`src/rtl/mn_addr_pkg.sv`:
```
// Shared defaults and payload type for the M/N address generator.
package mn_addr_pkg;

    localparam int unsigned DefWidth     = 8;
    localparam int unsigned DefAddrWidth = 16;
    localparam int unsigned DefFifoDepth = 4;

    typedef struct packed {
        logic [DefAddrWidth-1:0] addr;
        logic                    last;
    } addr_entry_t;

endpackage

```
`src/rtl/mn_addr_fifo.sv`:
```
// Synchronous FIFO with registered storage, async reset and sync clear.
module mn_addr_fifo #(
    parameter int unsigned Depth   = 4,
    parameter type         entry_t = logic
) (
    input  logic                   clk_i,
    input  logic                   rst_ni,
    input  logic                   clear_i,
    input  logic                   push_i,
    input  entry_t                 data_i,
    input  logic                   pop_i,
    output entry_t                 data_o,
    output logic                   full_o,
    output logic                   empty_o,
    output logic [$clog2(Depth):0] count_o
);

    localparam int unsigned PtrW = $clog2(Depth);
    localparam int unsigned CntW = PtrW + 1;

    entry_t            mem_q [Depth];
    logic [PtrW-1:0]   wr_ptr_q, wr_ptr_d;
    logic [PtrW-1:0]   rd_ptr_q, rd_ptr_d;
    logic [CntW-1:0]   count_q, count_d;
    logic              do_push, do_pop;

    assign full_o  = (count_q == CntW'(Depth));
    assign empty_o = (count_q == '0);
    assign count_o = count_q;
    assign data_o  = mem_q[rd_ptr_q];

    // A push into a full FIFO is accepted only when a pop frees a slot the same edge.
    assign do_pop  = pop_i & ~empty_o;
    assign do_push = push_i & (~full_o | do_pop);

    always_comb begin
        wr_ptr_d = wr_ptr_q;
        rd_ptr_d = rd_ptr_q;
        count_d  = count_q;
        if (clear_i) begin
            wr_ptr_d = '0;
            rd_ptr_d = '0;
            count_d  = '0;
        end else begin
            if (do_push) wr_ptr_d = wr_ptr_q + PtrW'(1);
            if (do_pop)  rd_ptr_d = rd_ptr_q + PtrW'(1);
            count_d = count_q + CntW'(do_push) - CntW'(do_pop);
        end
    end

    always_ff @(posedge clk_i or negedge rst_ni) begin
        if (!rst_ni) begin
            wr_ptr_q <= '0;
            rd_ptr_q <= '0;
            count_q  <= '0;
        end else begin
            wr_ptr_q <= wr_ptr_d;
            rd_ptr_q <= rd_ptr_d;
            count_q  <= count_d;
        end
    end

    always_ff @(posedge clk_i) begin
        if (do_push && !clear_i) mem_q[wr_ptr_q] <= data_i;
    end

endmodule

```
`src/rtl/mn_addr_gen.sv`:
```
// Converts M/N index pairs into linear SRAM addresses (base + M*stride + N),
// buffered in a FIFO and presented over a valid/ready port.
module mn_addr_gen
    import mn_addr_pkg::*;
#(
    parameter int unsigned Width     = DefWidth,
    parameter int unsigned AddrWidth = DefAddrWidth,
    parameter int unsigned FifoDepth = DefFifoDepth
) (
    input  logic                 clk_i,
    input  logic                 rst_ni,
    input  logic                 clear_i,
    input  logic                 idx_valid_i,
    input  logic [Width-1:0]     M_idx_i,
    input  logic [Width-1:0]     N_idx_i,
    input  logic                 last_i,
    input  logic [AddrWidth-1:0] base_addr_i,
    input  logic [AddrWidth-1:0] row_stride_i,
    output logic                 addr_valid_o,
    input  logic                 addr_ready_i,
    output logic [AddrWidth-1:0] addr_o,
    output logic                 addr_last_o,
    output logic                 busy_o,
    output logic                 overflow_o
);

    localparam int unsigned CntW = $clog2(FifoDepth) + 1;

    typedef struct packed {
        logic [AddrWidth-1:0] addr;
        logic                 last;
    } entry_t;

    logic                 s1_valid_q, s1_valid_d;
    logic [Width-1:0]     s1_n_q, s1_n_d;
    logic                 s1_last_q, s1_last_d;
    logic [AddrWidth-1:0] s1_prod_q, s1_prod_d;
    logic                 s2_valid_q, s2_valid_d;
    entry_t               s2_entry_q, s2_entry_d;
    logic                 overflow_q, overflow_d;

    entry_t               head;
    logic                 fifo_full, fifo_empty, fifo_pop;
    logic [CntW-1:0]      fifo_count;

    assign fifo_pop = addr_valid_o & addr_ready_i;

    // Two-stage arithmetic: multiply in stage 1, add base and column in stage 2.
    always_comb begin
        s1_valid_d = idx_valid_i;
        s1_n_d     = s1_n_q;
        s1_last_d  = s1_last_q;
        s1_prod_d  = s1_prod_q;
        s2_valid_d = s1_valid_q;
        s2_entry_d = s2_entry_q;
        overflow_d = overflow_q | (s2_valid_q & fifo_full & ~fifo_pop);
        if (idx_valid_i) begin
            s1_n_d    = N_idx_i;
            s1_last_d = last_i;
            s1_prod_d = AddrWidth'(AddrWidth'(M_idx_i) * row_stride_i);
        end
        if (s1_valid_q) begin
            s2_entry_d.addr = base_addr_i + s1_prod_q + AddrWidth'(s1_n_q);
            s2_entry_d.last = s1_last_q;
        end
        if (clear_i) begin
            s1_valid_d = 1'b0;
            s2_valid_d = 1'b0;
            overflow_d = 1'b0;
        end
    end

    always_ff @(posedge clk_i or negedge rst_ni) begin
        if (!rst_ni) begin
            s1_valid_q <= 1'b0;
            s1_n_q     <= '0;
            s1_last_q  <= 1'b0;
            s1_prod_q  <= '0;
            s2_valid_q <= 1'b0;
            s2_entry_q <= '0;
            overflow_q <= 1'b0;
        end else begin
            s1_valid_q <= s1_valid_d;
            s1_n_q     <= s1_n_d;
            s1_last_q  <= s1_last_d;
            s1_prod_q  <= s1_prod_d;
            s2_valid_q <= s2_valid_d;
            s2_entry_q <= s2_entry_d;
            overflow_q <= overflow_d;
        end
    end

    mn_addr_fifo #(
        .Depth   (FifoDepth),
        .entry_t (entry_t)
    ) u_fifo (
        .clk_i   (clk_i),
        .rst_ni  (rst_ni),
        .clear_i (clear_i),
        .push_i  (s2_valid_q),
        .data_i  (s2_entry_q),
        .pop_i   (fifo_pop),
        .data_o  (head),
        .full_o  (fifo_full),
        .empty_o (fifo_empty),
        .count_o (fifo_count)
    );

    // Head fields read as zero when nothing is buffered.
    assign addr_valid_o = ~fifo_empty;
    assign addr_o       = fifo_empty ? '0 : head.addr;
    assign addr_last_o  = ~fifo_empty & head.last;
    assign busy_o       = s1_valid_q | s2_valid_q | (fifo_count != '0);
    assign overflow_o   = overflow_q;

endmodule

```
`config.mk`:
```
export PLATFORM = sky130hd
export DESIGN_NAME = mn_addr_gen
export DESIGN_NICKNAME = d
export VERILOG_FILES = /design/src/rtl/mn_addr_pkg.sv /design/src/rtl/mn_addr_fifo.sv /design/src/rtl/mn_addr_gen.sv
export SDC_FILE = /design/constraint.sdc
export NUM_CORES = 1
export LEC_CHECK = 0
export CAP_MARGIN = 10
export CORE_MARGIN = 5
export CORE_UTILIZATION = 53
export DETAILED_ROUTE_END_ITERATION = 6
export PLACE_DENSITY_LB_ADDON = 0.1
export RECOVER_POWER = 50
export SLEW_MARGIN = 20
export SYNTH_ARGS = -nofsm -noshare
export SYNTH_HDL_FRONTEND = slang
export SYNTH_SLANG_ARGS = --single-unit
export TNS_END_PERCENT = 10
```
`constraint.sdc`:
```
create_clock -name clk_i -period 7.5 [get_ports clk_i]
set_clock_uncertainty 0.1 [all_clocks]
set_input_delay 1.125 -clock clk_i [delete_from_list [all_inputs] [get_ports clk_i]]
set_output_delay 1.125 -clock clk_i [all_outputs]
set_load 0.005 [all_outputs]
```
### Word level (Yosys, flattened, before mapping)

Memories as Yosys holds them, arrays and structs flattened.
Cells that the tools add are included.

* add/subtract/negate cells: 6
* $mul: 1
* eq/ne operators: 1
* muxes and demuxes: 11
* bitwise gates (word level): 13
* reductions and logical operators: 6

Operators by type and width (number)
* 16-bit adder: 1
* 16-bit by 8-bit adder with 16-bit output: 1
* 8-bit by 16-bit multiplier with 16-bit output: 1
* 16-bit two-way mux: 1
* 2-bit two-way mux: 4
* 1-bit AND: 6
* 1-bit two-way mux: 5
* 2-bit by 1-bit adder with 2-bit output, second input constant: 2
* 1-bit OR: 4
* 2-bit nonzero test: 2
* 3-bit by 1-bit adder with 3-bit output: 1
* 3-bit equality test, second input constant: 1
* 3-bit zero test: 1
* 3-bit two-way mux: 1
* 1-bit NOT: 3
* 3-bit nonzero test: 1
* 3-bit by 1-bit subtractor with 3-bit output: 1
* 1-bit logical AND: 1
* 1-bit zero test: 1

* bits in registers: 52
* memory bits (writable): 68
* input bits: 54
* output and inout port bits: 20
* word-level logic and storage cells: 50
* memories: 1

Memory list
* u_fifo.mem_q: words 4, width 17, read ports 1, clocked after memory_dff 0, wr ports 1, line mn_addr_fifo.sv:21 `entry_t mem_q [Depth];`

### Logic depth before layout (Yosys ltp)

* word-level depth: 9
* mapped depth: 17

### Cells and area by module

A second synthesis with hierarchy kept.

* cell total of the unflattened synthesis: 709
* area total of the unflattened synthesis: 8443.1 µm²

By module, submodules not included
* mn_addr_gen: instances 1, cells each 575, area an instance 5501.5 µm², sequential area each 1126.1 µm²
* mn_addr_fifo: instances 1, cells each 134, area an instance 2941.6 µm², sequential area each 2217.1 µm²

### Worst setup path before layout

OpenSTA, ideal clock, no wires.

* path kind: input-to-reg
* from: input port M_idx_i[2]
* to: register s1_prod_q[13]
* library setup time: 125 ps
* arrival: 4866 ps
* required time: 7275 ps
* slack: 2409 ps
* cell stages on the path: 15
* buffers on the path: 1
* cells stage by stage: clkbuf_1 -> and2_1 -> fa_1 -> fa_1 -> inv_1 -> fa_1 -> fa_1 -> inv_1 -> ha_1 -> o21a_1 -> o31a_1 -> o41ai_1 -> nand2_1 -> xor2_1 -> mux2_2

* longest elaborated chain between the ends: 1

Ends and longest elaborated chain
* from (decl): line mn_addr_gen.sv:14 `input logic [Width-1:0] M_idx_i,`
* 8-bit by 16-bit multiplier with 16-bit output: line mn_addr_gen.sv:60 `s1_prod_d = AddrWidth'(AddrWidth'(M_idx_i) * row_stride_i);`
* to (signal assigned): line mn_addr_gen.sv:86 `s1_prod_q <= s1_prod_d;`
* to (decl): line mn_addr_gen.sv:37 `logic [AddrWidth-1:0] s1_prod_q, s1_prod_d;`

No other way between the ends.
A chain may end at the register's enable or synchronous reset.

### Worst setup path in the final report

* from: input port M_idx_i[2]
* to: register s1_prod_q[15]

Same word-level chain as after synthesis.

==> metrics.txt <==
outcome=complete, but fails checks; failing checks=max-capacitance violations, max-slew violations; Util after Layout=63.5%; PortBufs=73; YS warnings=0; vias in the first global route=5859; Synth Instances=726; H-tree Lvls=4; drt drc=0; Slew Limit Fails=53; hold_buf cts=0; Multi-input gate area=4680 µm²; list of most frequent post-synthesis cells=inv_1, and2_1, fa_1; top-area cell type share of the netlist area=24.1%; post-synth cell types=50; Critical Path Sink Type=register; nets=975; CTS Buf Count=17; Congestion Overflow GR=0; post-route setup slack=1.92 ns; Die X=136 µm; Post-synth EDFFs=68; Die H=136 µm; later-pin clock latency in the skew report=0.40 ns; Worst Path Arrival=5.78 ns; Fin Hold WS=0.394 ns; final worst-path cycle share=74.4%; Seq cells post-synth=120; Routed WL=16100 µm; Slew HR=-84.1%; peak supply drop=190 µV; Total GRT Usage=19.2%; Starting Density=53.8%; final RePlAce weighted congestion=0.858; Place WS=1.47 ns; first-pass GRT wire length=28100 µm; top_reg_cell synth=edfxtp_1; Vias=5453; Worst Max-Slew Pin Slew=2.76 ns; Routed Antenna Nets=0; Pre-antenna DRT Iters=4; Die Area=18600 µm²; Fin Setup TNS=0 ns; DP Area=9410 µm²; largest net degree at the start of global routing=53; Yosys top cell by area=edfxtp_1; DPL Wire Length=12500 µm; Setup CP Type=primary input to register; Inst Count DP=997; share of post-route cells with drive strength above 1=8.73%; syn nets=901; Fmax=179 MHz; Critical Path RT=7.70 ns; Fillers=1254; largest family of logic cells by synthesized area=adder cells; Post-CTS Setup Repair Bufs=0; ys async rst share=43.3%; Final Power=3.43 mW; RSZ-0062 raised after global routing=no; Core ar.=15800 µm²; initial antenna violation count=0; xor/xnor share of the synthesized area=3.37%; Power Dens Cells=342 nW/µm²; most frequent cell after synthesis=inv_1; Non-Filler Instances=1029; post-synthesis mux area share=7.82%; Avg WL per Cell=15.7 µm; sequential element share of the synthesized area=39.4%; Via density=5.30; Final Hold Vio Count=0; PostCTS Resize Cnt=0; CTS tree=built; clock slew at reported path FFs=0.06 ns; Max Cap Viol=2; mean post-synth cell area=11.7 µm²; row count=46; synthesis-to-finish area growth=18.1%; Sequential cell area=3340 µm²; IO Pins=74; min Tclk post-route=5.58 ns; Lkg Pwr=4.19 nW; worst-path fanout max=14; Clock Tree Buf Depth=2; DRT iter0 DRCs=335; Synth Area in Adders=24.1%; design area=10000 µm²; worst hold-check path type=register to register; top cells by area, synth=edfxtp_1, fa_1, dfrtp_1, ha_1, and2_1; CTS Root Cell=clkbuf_16; ant diodes=0; post-synthesis compound-gate area fraction=6.55%; Clock Sinks=120; Syn Std Cell Area=8480 µm²; Final Setup Violations=0; Critical Path Start Type=primary input; Post-Synth Simple-Gate Area=13.4%
worst max-delay path, stage by stage:
cell,delay (ns)
clkdlybuf4s50_1,0.71
nand2_1,0.14
fa_1,0.52
fa_1,0.54
inv_1,0.05
fa_1,0.47
inv_1,0.05
fa_1,0.47
inv_1,0.04
ha_1,0.36
o21a_1,0.13
o31a_1,0.13
o41ai_1,0.43
a21oi_1,0.17
o21a_1,0.21
o31ai_1,0.24
path summary, 6_finish.rpt:
check / endpoint / slack, ns / depth (start not counted) / from
worst min-delay path: s1_prod_q[9]$_DFFE_PN0P_ / 0.39 / 2 / s1_prod_q[9]$_DFFE_PN0P_
min in group asynchronous: s1_prod_q[2]$_DFFE_PN0P_ / 1.60 / 2 / rst_ni
worst max-delay path: s1_prod_q[15]$_DFFE_PN0P_ / 1.92 / 16 / M_idx_i[2]
max in group asynchronous: u_fifo.count_o[0]$_DFF_PN0_ / 4.13 / 2 / rst_ni
worst max register to register: s2_entry_q[16]$_DFFE_PN0P_ / 4.49 / 10 / s1_prod_q[1]$_DFFE_PN0P_
worst min register to register: s1_prod_q[9]$_DFFE_PN0P_ / 0.39 / 2 / s1_prod_q[9]$_DFFE_PN0P_
final cells by class:
type                            count  share of cell area, %
Multi-Input combinational cell    488                   46.8
Sequential cell                   120                   33.4
Timing Repair Buffer               76                   7.40
Clock buffer                       19                   4.32
Inverter                           97                   3.64
Tap cell                          216                   2.70
Clock inverter                     13                   1.76
routing by layer:
layer,routed length (µm),vias to the layer above,track usage [%]
li1,-,2599,-
met3,510,19,3.48
met4,231,0,6.22
met5,0,-,0
met2,8570,117,34.3
met1,6810,2718,23.6
layout by cell type, fill, tap and decap left out, drive strengths merged, types with 21 or more instances in the layout:
master and instances:
nor2 24, clkbuf 21, fa 70, dfrtp 52, xnor2 23, ha 51, mux2 24, and2 94
nand2 50, inv 99, edfxtp 68, clkdlybuf4s50 69
where the power goes:
part	leakage, nW	switching, mW	internal (mW)
registers	1.24	0.0974	0.854
logic	2.66	0.834	0.814
clock network	0.287	0.274	0.553
total	4.19	1.21	2.22
kinds of logic after synthesis:
group           count (synthesis)
buf+inv                       118
simple gates                  211
compound gates                 83
mux                            42
fa+ha+maj                     121
flops                         120
xor+xnor                       31
sequential cells by signal (all words and copies together) (netlist names):
signal	cells
overflow_o	1
s1_last_q	1
s1_n_q	8
s1_prod_q	16
s1_valid_q	1
s2_entry_q	17
s2_valid_q	1
u_fifo.count_o	3
u_fifo.mem_q	68
u_fifo.rd_ptr_q	2
u_fifo.wr_ptr_q	2
No activity file was read; power rests on OpenSTA's default activity.
